**src/rtl/yuv2rgb.sv**
```systemverilog
// JFIF full-range YCbCr to 8-bit RGB converter, 3-stage pipeline.
// Global enable from downstream hold; strobes ride along with data.
module yuv2rgb #(
  parameter int DW = 8,
  parameter int MW = 8
) (
  input  logic               clk,
  input  logic               resetn,
  input  logic [2:0][DW-1:0] yuv,
  input  logic               yuv_valid,
  output logic               yuv_hold,
  input  logic               frame_valid_in,
  input  logic               line_valid_in,
  output logic [2:0][DW-1:0] rgb24,
  output logic               rgb24_valid,
  input  logic               rgb24_hold,
  output logic               frame_valid_out,
  output logic               line_valid_out
);

  localparam int SW = DW + 11;

  localparam logic signed [DW:0] OFS = 9'sd128;
  localparam logic signed [SW-1:0] RND = 19'sd128;
  localparam logic signed [SW-1:0] C_R = 19'sd359;
  localparam logic signed [SW-1:0] C_GB = 19'sd88;
  localparam logic signed [SW-1:0] C_GR = 19'sd183;
  localparam logic signed [SW-1:0] C_B = 19'sd454;

  if (MW != 8) begin : g_mw_chk
    $error("yuv2rgb: only MW == 8 is supported");
  end

  logic                 en;
  logic [2:0]           vld;
  logic [2:0]           fvd;
  logic [2:0]           lvd;
  logic [DW-1:0]        y0;
  logic [DW-1:0]        y1;
  logic signed [DW:0]   cbd;
  logic signed [DW:0]   crd;
  logic signed [SW-1:0] pr;
  logic signed [SW-1:0] pgb;
  logic signed [SW-1:0] pgr;
  logic signed [SW-1:0] pb;
  logic signed [SW-1:0] ybase;
  logic signed [SW-1:0] sr;
  logic signed [SW-1:0] sg;
  logic signed [SW-1:0] sb;
  logic signed [SW-1:0] rs;
  logic signed [SW-1:0] gs;
  logic signed [SW-1:0] bs;

  function automatic logic [DW-1:0] clamp(
    input logic signed [SW-1:0] v
  );
    logic [DW-1:0] o;
    if (v[SW-1]) o = '0;
    else if (|v[SW-2:DW]) o = '1;
    else o = v[DW-1:0];
    return o;
  endfunction

  assign en       = !rgb24_hold;
  assign yuv_hold = rgb24_hold;

  assign rgb24_valid     = vld[2];
  assign frame_valid_out = fvd[2];
  assign line_valid_out  = lvd[2];

  // Valid and frame/line strobes shift together on every enabled cycle.
  always_ff @(posedge clk or negedge resetn) begin
    if (!resetn) begin
      vld <= '0;
      fvd <= '0;
      lvd <= '0;
    end else if (en) begin
      vld <= {vld[1:0], yuv_valid};
      fvd <= {fvd[1:0], frame_valid_in};
      lvd <= {lvd[1:0], line_valid_in};
    end
  end

  // S0: capture luma and re-centre the chroma pair around zero.
  always_ff @(posedge clk or negedge resetn) begin
    if (!resetn) begin
      y0  <= '0;
      cbd <= '0;
      crd <= '0;
    end else if (en && yuv_valid) begin
      y0  <= yuv[0];
      cbd <= $signed({1'b0, yuv[1]}) - OFS;
      crd <= $signed({1'b0, yuv[2]}) - OFS;
    end
  end

  // S1: chroma products in 8 fraction bits, luma delayed to match.
  always_ff @(posedge clk or negedge resetn) begin
    if (!resetn) begin
      y1  <= '0;
      pr  <= '0;
      pgb <= '0;
      pgr <= '0;
      pb  <= '0;
    end else if (en && vld[0]) begin
      y1  <= y0;
      pr  <= crd * C_R;
      pgb <= cbd * C_GB;
      pgr <= crd * C_GR;
      pb  <= cbd * C_B;
    end
  end

  assign ybase = SW'({y1, {MW{1'b0}}});
  assign sr    = ybase + pr + RND;
  assign sg    = ybase - pgb - pgr + RND;
  assign sb    = ybase + pb + RND;
  assign rs    = sr >>> MW;
  assign gs    = sg >>> MW;
  assign bs    = sb >>> MW;

  // S2: round, floor-shift, clamp to the component range and register.
  always_ff @(posedge clk or negedge resetn) begin
    if (!resetn) begin
      rgb24 <= '0;
    end else if (en && vld[1]) begin
      rgb24[0] <= clamp(rs);
      rgb24[1] <= clamp(gs);
      rgb24[2] <= clamp(bs);
    end
  end

endmodule

```
**config.mk**
```make
export PLATFORM = sky130hd
export DESIGN_NAME = yuv2rgb
export DESIGN_NICKNAME = d
export VERILOG_FILES = /design/src/rtl/yuv2rgb.sv
export SDC_FILE = /design/constraint.sdc
export NUM_CORES = 1
export LEC_CHECK = 0
export CORE_ASPECT_RATIO = 0.75
export CORE_MARGIN = 3
export CORE_UTILIZATION = 42
export DETAILED_ROUTE_END_ITERATION = 7
export GPL_TIMING_DRIVEN = 0
export REMOVE_ABC_BUFFERS = 1
export SYNTH_ARGS = -nofsm -noshare
export SYNTH_HDL_FRONTEND = slang
export SYNTH_SLANG_ARGS = --single-unit
```
**constraint.sdc**
```tcl
create_clock -name clk -period 15.42 [get_ports clk]
set_clock_uncertainty 0.15 [all_clocks]
set_input_delay 3.855 -clock clk [delete_from_list [all_inputs] [get_ports clk]]
set_output_delay 3.855 -clock clk [all_outputs]
set_load 0.02 [all_outputs]
```
-- Word-level counts from Yosys, hierarchy flattened
Index checks and enable logic that the tools add are counted.
- bits in registers: 139
- input bits: 30
- output and inout bits: 28
- word-level logic and storage cells: 40
- add/subtract/negate cells: 9
- $mul: 4
- muxes and demuxes: 6
- reductions and logical operators: 7
- operators by type and width (cell ; number):
    $add A19 B9 Y19 const B ; 3
    $mux W8 ; 6
    $add A17 B19 Y19 ; 2
    $mul A9 B9 Y18 const B ; 2
    $mul A9 B10 Y19 const B ; 1
    $sub A17 B19 Y19 ; 1
    $sub A19 B19 Y19 ; 1
    $sub A8 B8 Y9 const B ; 2
    $mul A9 B5 Y14 const B ; 1
    $reduce_or A3 Y1 ; 3
    $logic_and A1 B1 Y1 ; 3
    $logic_not A1 Y1 ; 1

-- Depth between registers and ports, before layout
- word-level depth: 6
- gate-level depth with buffers: 19
- mapped depth without buffers: 18

-- Worst setup path before layout
Ideal clock, no wire load.
- kind: input to output
- from: input rgb24_hold
- to: output yuv_hold
- data arrival time: 3989 ps
- required time: 11415 ps
- path slack: 7426 ps
- stages on the path: 1
- buffers on the path: 1
- path through: buf_4
- RTL lines (element ; line ; RTL):
    start: declaration ; 16 ; input logic rgb24_hold,
    end: declaration ; 11 ; output logic yuv_hold,
No word-level cell between the ends.

-- Worst setup path after layout
- from: input rgb24_hold
- to: output yuv_hold
No word-level cell between the ends.

==> qor.txt <==
Worst path max stage delay - 0.93 ns
DR iter-0 viols - 412
CTS-repair resized insts - 0
Vert. Die Dim - 147.8 um
Unique masters post-synth - 68
GR Overflow Total - 0
Worst Max-Slew Pin Slew - 1.045 ns
CP bufs+invs - 2
worst r2r src - crd[7]
via count - 8123
post-layout util - 49.17%
Detail Route Antenna Nets - 0
root buf cell - clkbuf_16
critical path class - input port to primary output
number of buffers created by CTS - 17
Critical Path End - yuv_hold
unrepaired setup endpoints after global routing - no
cell family with most CP delay - buffers and inverters
status - completed
Detailed Routing Iterations Pass 1 - 6
Core Region - 26160 sq um
Hold Buf Count CTS - 0
leakage - 6.345 nW
DP Wirelength - 19.77 mm
post-synth top area share - 26.90%
Crit. path cell count - 2
WP data arrival - 5.52 ns
H-tree levels - 4
FMAX - 105.0 MHz
worst-skew pair later-pin latency - 0.43 ns
Hold Vio Cnt, Final - 0
Horiz. Die Dim - 195.0 um
CP Launch Type - input port
CP max stage cell - clkdlybuf4s50_1
CTS Sinks - 121
Synth area leaders - dfrtp_1 (27%), ha_1 (20%), fa_1 (12%)
most used cell along the critical path - clkdlybuf4s50_1
crit share post-route - 61.77%
min cycle time layout - 9.524 ns
mapped cell area - 11260 sq um
max-cap viol count - 0
register bit total from synthesis - 121
synthesis-to-finish area growth - 14.27%
max-slew violation count - 0
slew margin rel. - 30.31%
synth warn - 0
ys async rst share - 100.0%
routability cong. - 0.8405
area taken by multi-input logic gates - 7451 sq um
count of final setup violators - 0
Hold Crit Class - register to register
CP startpoint - rgb24_hold
Routed WL - 25.27 mm
maximum vdd drop - 0.0001066 V
n_diodes - 0
most frequent cells after synthesis - inv_1 (182), ha_1 (180), dfrtp_1 (121), nand2_1 (118), o21ai_0 (84)
initial antenna violation count - 0
CTS clk-pin slew, worst paths - 0.06 ns
Post-synth EDFFs - 0
crit-path max FO - 15
P per Cell Area - 243.2 nW/um^2
Fillers - 2468
Starting Density - 43.03%
Setup TNS - 0 ns
ys flop type - dfrtp_1
Yosys top cell by area - dfrtp_1
crit path cell chain - clkdlybuf4s50_1 -> clkdlybuf4s50_1
die area - 28820 sq um
drt wl/cell - 15.85 um
Reg2Reg Setup Slack - 9.59 ns
Post-CTS Setup Bufs - 0
Vias/cell - 5.093
CTS tree - built
reg2reg end - pgr[16]
number of global-route vias before repair - 8007
total power - 3.129 mW
standard-cell rows - 51
register area share after synthesis - 26.90%
CP required - 11.42 ns
global-route wire length before repair - 42.43 mm
Total Nets Final - 1519
sequential cell area - 3028 sq um
largest net degree at the start of global routing - 100
clk buf depth - 2
PortBufs - 57
Cells after Synth - 1192
Worst setup EP type - primary output
Finished Layout Cells - 1595
syn_area_per_cell - 9.444 sq um
drt drc - 0
gr usage total - 18.43%
# IOs - 58
layout cell share with drive strength beyond 1 - 5.436%
placed cell count - 1564
Worst R2R Path Depth - 16
count leader, synth - inv_1
power by group:
| group | internal (mW) | leakage [nW] | switching (mW) |
|---|---|---|---|
| logic | 0.948 | 4.56 | 1.21 |
| clock network | 0.287 | 0.316 | 0.154 |
| registers | 0.432 | 1.47 | 0.0989 |
sequential cells by signal, summed over array words and instances, names as in the netlist:
signal and flops:
lvd 3, pr 14, crd 8, y1 8
cbd 8, pb 15, pgb 11, rgb24 24
pgr 16, vld 3, y0 8, fvd 3
worst register-to-register path, delay by kind of cell, from the launching register on:
kind,cells,cell delay (ns)
XOR/XNOR,1,0.15
buffers and inverters,3,0.47
flip-flops,1,1.02
adder cells (fa/ha/maj),5,2.39
AND/OR/NAND/NOR,2,0.54
AO/OA/AOI/OAI,5,0.99
metal layers:
metal	GRT usage [%]	wire length (um)	up-vias
met4	4.133	177	0
met5	0	0	-
met3	3.167	867	15
met2	25.19	9755	125
li1	-	-	4142
met1	29.97	14470	3841
final cells by class:
class / instances / share of cell area (%)
multi-input cells: 858 / 57.92
flip-flops and latches: 121 / 23.54
inverters: 182 / 5.311
repair buffers: 59 / 4.873
clock buffers: 21 / 3.735
well taps: 344 / 3.346
clock inverters: 10 / 1.274
cells in the final DEF, fill, tap and decap left out, drive strengths merged, types with 20 or more instances in the layout:
cell / Yosys / final
nand2: 118 / 118
clkbuf: 26 / 21
ha: 180 / 180
clkdlybuf4s50: 0 / 56
a21oi: 46 / 46
inv: 182 / 184
o21ai: 96 / 96
dfrtp: 121 / 121
nor3: 20 / 20
fa: 70 / 70
xor2: 28 / 28
nor2: 44 / 44
a21o: 28 / 28
xnor2: 41 / 41
stage by stage:
| stage | setup WS (ns) | hold slack [ns] | cell area, sq um |
|---|---|---|---|
| global route | 5.801 | 0.3387 | 12860 |
| global placement | 5.196 | 0.2960 | 12140 |
| CTS | 5.886 | 0.3096 | 12860 |
| detailed placement | 5.891 | 0.3099 | 12220 |
| floorplan | 7.560 | 0.2848 | 11140 |
| finish | 5.896 | 0.3018 | 12860 |
kinds of logic after synthesis:
group | synth area share (%)
AO/OA/AOI/OAI | 15.19
AND/OR/NAND/NOR | 10.27
adder cells (fa/ha/maj) | 32.46
buffers and inverters | 7.136
flip-flops | 26.90
XOR/XNOR | 5.368
multiplexers | 2.679
how the worst min path moves through the flow:
| stage | cells after the start | slack (ns) | end | from |
|---|---|---|---|---|
| floorplan | 2 | 0.28 | y1[1] | y0[1] |
| global placement | 2 | 0.30 | y1[4] | y0[4] |
| detailed placement | 2 | 0.31 | y1[1] | y0[1] |
| CTS | 2 | 0.31 | y1[4] | y0[4] |
| global route | 2 | 0.34 | y1[4] | y0[4] |
| finish | 2 | 0.30 | y1[4] | y0[4] |
Note: power is estimated with default switching activity, not from simulation.
